$ cat config.mk
export PLATFORM = sky130hd
export DESIGN_NAME = id_issue
export DESIGN_NICKNAME = d
export VERILOG_FILES = /design/src/rtl/id_issue.sv
export SDC_FILE = /design/constraint.sdc
export NUM_CORES = 1
export LEC_CHECK = 0
export ABC_AREA = 1
export ABC_CLOCK_PERIOD_IN_PS = 19400
export CORE_MARGIN = 3
export CORE_UTILIZATION = 48
export DETAILED_ROUTE_END_ITERATION = 8
export PLACE_DENSITY = 0.86
export SLEW_MARGIN = 25
export SYNTH_ARGS = -nofsm -noshare
export SYNTH_HDL_FRONTEND = slang
export SYNTH_SLANG_ARGS = --single-unit
$ cat constraint.sdc
create_clock -name clk -period 19.4 [get_ports clk]
set_input_delay 3.88 -clock clk [delete_from_list [all_inputs] [get_ports clk]]
set_output_delay 3.88 -clock clk [all_outputs]
set_load 0.03 [all_outputs]
$ cat src/rtl/id_issue.sv
// id_issue: decode-to-execute issue register with a per-register pending-write scoreboard.
// Stalls on RAW/WAW hazards, accepts same-cycle writeback bypass on sources, handles flush.
module id_issue #(
    parameter int WORD = 64,
    parameter int NREG = 32
) (
    input  logic            clk,
    input  logic            reset,
    input  logic            id_valid,
    output logic            id_ready,
    input  logic [4:0]      rn,
    input  logic [4:0]      rm,
    input  logic [4:0]      rd,
    input  logic            use_rn,
    input  logic            use_rm,
    input  logic            reg_write,
    input  logic [WORD-1:0] read_data1,
    input  logic [WORD-1:0] read_data2,
    output logic            ex_valid,
    input  logic            ex_ready,
    output logic [WORD-1:0] ex_data1,
    output logic [WORD-1:0] ex_data2,
    output logic [4:0]      ex_rd,
    output logic            ex_reg_write,
    input  logic            wb_valid,
    input  logic [4:0]      wb_rd,
    input  logic            flush,
    output logic [NREG-1:0] pending,
    output logic [15:0]     stall_cnt
);
    localparam logic [4:0] XZR = 5'd31;

    logic            ex_valid_q, ex_valid_d;
    logic [WORD-1:0] ex_data1_q, ex_data1_d, ex_data2_q, ex_data2_d;
    logic [4:0]      ex_rd_q, ex_rd_d;
    logic            ex_rw_q, ex_rw_d;
    logic [NREG-1:0] pend_q, pend_d;
    logic [15:0]     stall_q, stall_d;
    logic            fwd_rn, fwd_rm, hazard, issue;

    always_comb begin
        // A writeback in the issue cycle is already visible in read_data, so it bypasses the source check
        fwd_rn     = wb_valid && wb_rd == rn;
        fwd_rm     = wb_valid && wb_rd == rm;
        hazard     = (use_rn && pend_q[rn] && !fwd_rn) || (use_rm && pend_q[rm] && !fwd_rm) ||
                     (reg_write && pend_q[rd]);
        id_ready   = !hazard && !flush && (!ex_valid_q || ex_ready);
        issue      = id_valid && id_ready;
        ex_valid_d = issue ? 1'b1 : (flush || ex_ready) ? 1'b0 : ex_valid_q;
        ex_data1_d = issue ? read_data1 : ex_data1_q;
        ex_data2_d = issue ? read_data2 : ex_data2_q;
        ex_rd_d    = issue ? rd : ex_rd_q;
        ex_rw_d    = issue ? reg_write : ex_rw_q;
        pend_d     = pend_q;
        if (wb_valid)
            pend_d[wb_rd] = 1'b0;
        if (flush && ex_valid_q && ex_rw_q)
            pend_d[ex_rd_q] = 1'b0;
        // Set last so a new producer wins over a same-edge clear; XZR is never marked
        if (issue && reg_write && rd != XZR)
            pend_d[rd] = 1'b1;
        stall_d    = (id_valid && !id_ready && stall_q != 16'hFFFF) ? stall_q + 16'd1 : stall_q;
    end

    always_ff @(posedge clk or posedge reset) begin
        if (reset) begin
            ex_valid_q <= 1'b0;
            ex_data1_q <= '0;
            ex_data2_q <= '0;
            ex_rd_q    <= '0;
            ex_rw_q    <= 1'b0;
            pend_q     <= '0;
            stall_q    <= '0;
        end else begin
            ex_valid_q <= ex_valid_d;
            ex_data1_q <= ex_data1_d;
            ex_data2_q <= ex_data2_d;
            ex_rd_q    <= ex_rd_d;
            ex_rw_q    <= ex_rw_d;
            pend_q     <= pend_d;
            stall_q    <= stall_d;
        end
    end

    assign ex_valid     = ex_valid_q;
    assign ex_data1     = ex_data1_q;
    assign ex_data2     = ex_data2_q;
    assign ex_rd        = ex_rd_q;
    assign ex_reg_write = ex_rw_q;
    assign pending      = pend_q;
    assign stall_cnt    = stall_q;
endmodule

==> results by group <==
STA
  – RSZ-0062 raised after global routing: false
  – Fin crit period: 10.83 ns
  – Setup Skew: 0.01593 ns
  – Setup TNS: 0 ns
  – Max Slew Vio Count: 0
  – Final hold violation count: 0
  – Fin crit share: 0.5585
  – Final hold slack: 0.4779 ns
  – Slew headroom: 0.2913
  – Setup violators final: 0
  – Fmax achieved: 0.09230 GHz
  – Worst Setup Slack, final: 8.566 ns
  – Worst Max-Slew Pin Slew: 1.060 ns

CTS
  – Root buffer cell: clkbuf_16
  – Clk Latency, worst-skew pair: 0.44 ns
  – Num CTS Buffers: 17
  – H-Tree Depth: 4
  – CTS resizes: 0
  – Hold buffers post-CTS: 0
  – Postcts setup bufs: 0
  – Clock transition at path regs: 0.07 ns
  – CTS tree: yes
  – Clock buffer depth: 2
  – CTS Sinks: 183

Die
  – Die ar.: 20,440 sq um
  – Starting Density: 0.4946
  – Ports: 341
  – Die width: 143.0 um
  – Core Box Area: 18,210 sq um
  – Die height: 143.0 um
  – Row count: 49

Worst hold path
  – Hold WC Path Type: reg -> reg

Drt
  – DRT antenna net count: 0
  – DR pass1 iterations: 5
  – DR iter-0 viols: 729
  – Routed wire length: 32,640 um
  – WL met3: 3500 um
  – Routed len/inst: 18.45 um
  – Via-to-Cell Ratio: 5.328
  – DRC Markers: 0
  – M1 wire length: 12,780 um
  – Met2 WL: 15,340 um
  – Highest routed metal layer: met4
  – Via Count: 9,426

Critical path
  – Largest stage delay, worst path: 0.99 ns
  – Worst setup EP type: output pin
  – Cell repeated most along the worst path: nand2_1
  – Slowest stage cell, crit path: clkdlybuf4s50_1
  – Crit path DAT: 6.95 ns
  – Startpoint types: input pin
  – Crit Path Class: in -> out
  – Crit path max-delay family: buffers and inverters
  – Worst EP required: 15.52 ns
  – Critical Path Fanout Max: 23
  – Buf/Inv on CP: 4
  – Critical-path cell list: clkdlybuf4s50_1, inv_2, nand2_1, nand2_1, nand2_1, nand2_1, nand2_1, nand2_1, nor2_1, nand2_1, a21oi_1, nand3_1, inv_1, clkdlybuf4s50_1

Yosys
  – Most numerous cell in the Yosys netlist: nand2_1
  – Ys async rst share: 1.000
  – Mapped Cells: 1,214
  – Synth Flop Type: dfrtp_1
  – Number of flops mapped to enable cells by yosys: 0
  – Net count after synthesis: 1,372
  – Synth Register Bits: 183
  – Top cells by instance count after synthesis: 612 x nand2_1, 183 x dfrtp_1, 101 x nand3_1
  – Unique masters post-synth: 23
  – Netlist Area Pre-Place: 9006 sq um
  – Sequential fraction of the synthesis area: 0.5085
  – Post-synth top area share: 0.5085
  – Mean post-synth cell area: 7.419 sq um
  – Synthesis Warnings: 0
  – Synth area leaders: dfrtp_1 51%, nand2_1 26%, nand3_1 5.6%
  – Cell taking the most area after synthesis: dfrtp_1

Layout
  – Layout cells sized above 1: 0.02662
  – Area grow syn2layout: 44.90%
  – Finished Cell Area: 13,050 sq um
  – Core Util, Final: 0.7167
  – Area of the multi-input gates: 3831 sq um
  – Register area: 4579 sq um
  – Nets@finish: 1,685
  – Antenna cells: 0
  – # fillers: 1,430

Pwr
  – Power density cells: 109.5 nW/um^2
  – Worst vdd ir: 0.07737 mV
  – Static leakage: 0.006315 uW

Global routing
  – Remaining Overflow, GRT: 0
  – Pin count of the biggest net entering global routing: 90
  – Total GRT Usage: 0.3135
  – Global-route wire length before repair: 50,030 um
  – Initial antenna violation count: 0
  – Vias in the first global route: 9,061

Place
  – Cell Area, Placed: 12,470 sq um
  – Place WS: 8.676 ns
  – DP HPWL: 24,020 um
  – I/O Buffers: 340
  – Placer Congestion: 0.9803

Flow run
  – Max_cap viols: 0

Run status
  – Status: completed
registers in the layout (all words and copies together) (netlist names):
signal	cells
ex_rd	5
ex_data2	64
stall_cnt	16
pending	32
ex_valid	1
ex_data1	64
ex_reg_write	1
cell usage in the layout, fill, tap and decap left out, types with 4 or more instances in the layout:
cell / synthesis / routed
o21ai_0: 28 / 28
xnor2_1: 9 / 9
a21oi_1: 6 / 6
nor2_1: 62 / 62
o22ai_1: 7 / 7
inv_8: 0 / 5
nand2_1: 612 / 612
o21ai_1: 4 / 4
o221ai_1: 28 / 28
xor2_1: 6 / 6
buf_4: 11 / 6
dfrtp_1: 183 / 183
nor3_1: 24 / 24
inv_1: 81 / 80
nand3_1: 101 / 101
clkbuf_16: 0 / 17
clkdlybuf4s50_1: 0 / 340
kinds of logic (layout without fill, tap and decap cells):
| family | count (synthesis) | count (layout) | synth area share |
|---|---|---|---|
| compound gates | 76 | 76 | 0.05571 |
| xor+xnor | 15 | 15 | 0.01459 |
| fa+ha+maj | 1 | 1 | 0.001389 |
| buf+inv | 136 | 462 | 0.06668 |
| simple gates | 803 | 803 | 0.3532 |
| flops | 183 | 183 | 0.5085 |
final timing paths:
kind,from,to,slack (ns),cells past startpoint
worst max-delay path,rd[0],id_ready,8.57,14
worst min-delay path,ex_data1[32],ex_data1[32],0.48,2
worst max register to register,pending[31],ex_data2[28],16.02,14
worst min register to register,ex_data1[32],ex_data1[32],0.48,2
max in group asynchronous,reset,pending[14],14.20,3
min in group asynchronous,reset,ex_data2[23],3.87,2
routing by layer:
layer,global-route usage,vias up
li1,-,4439
met2,0.4938,537
met4,0.09955,0
met3,0.1082,71
met1,0.4096,4379
met5,0,-
where the power goes:
group | total, uW | internal, uW | switching, uW
combinational | 553 | 220 | 333
sequential | 532 | 464 | 68.2
clock | 344 | 173 | 171
per-stage QoR:
stage,power (uW),std cells
floorplan,821.5,1214
detailed placement,1087,1737
CTS,1434,1769
global route,1496,1769
global placement,1079,1737
finish,1429,1769
worst register-to-register path, delay by kind of cell (launching register included):
family	cells	cell delay, ns
simple gates	12	1.83
buf+inv	1	0.81
flops	1	0.49
compound gates	1	0.16
area by class of cell:
class                   count  area share
well taps                 229     0.02196
inverters                  84     0.02454
repair buffers            346      0.2642
clock buffers              18     0.03289
clock inverters            14     0.01189
multi-input cells         895      0.2936
flip-flops and latches    183      0.3509
Note: power is estimated with default switching activity, not from simulation.
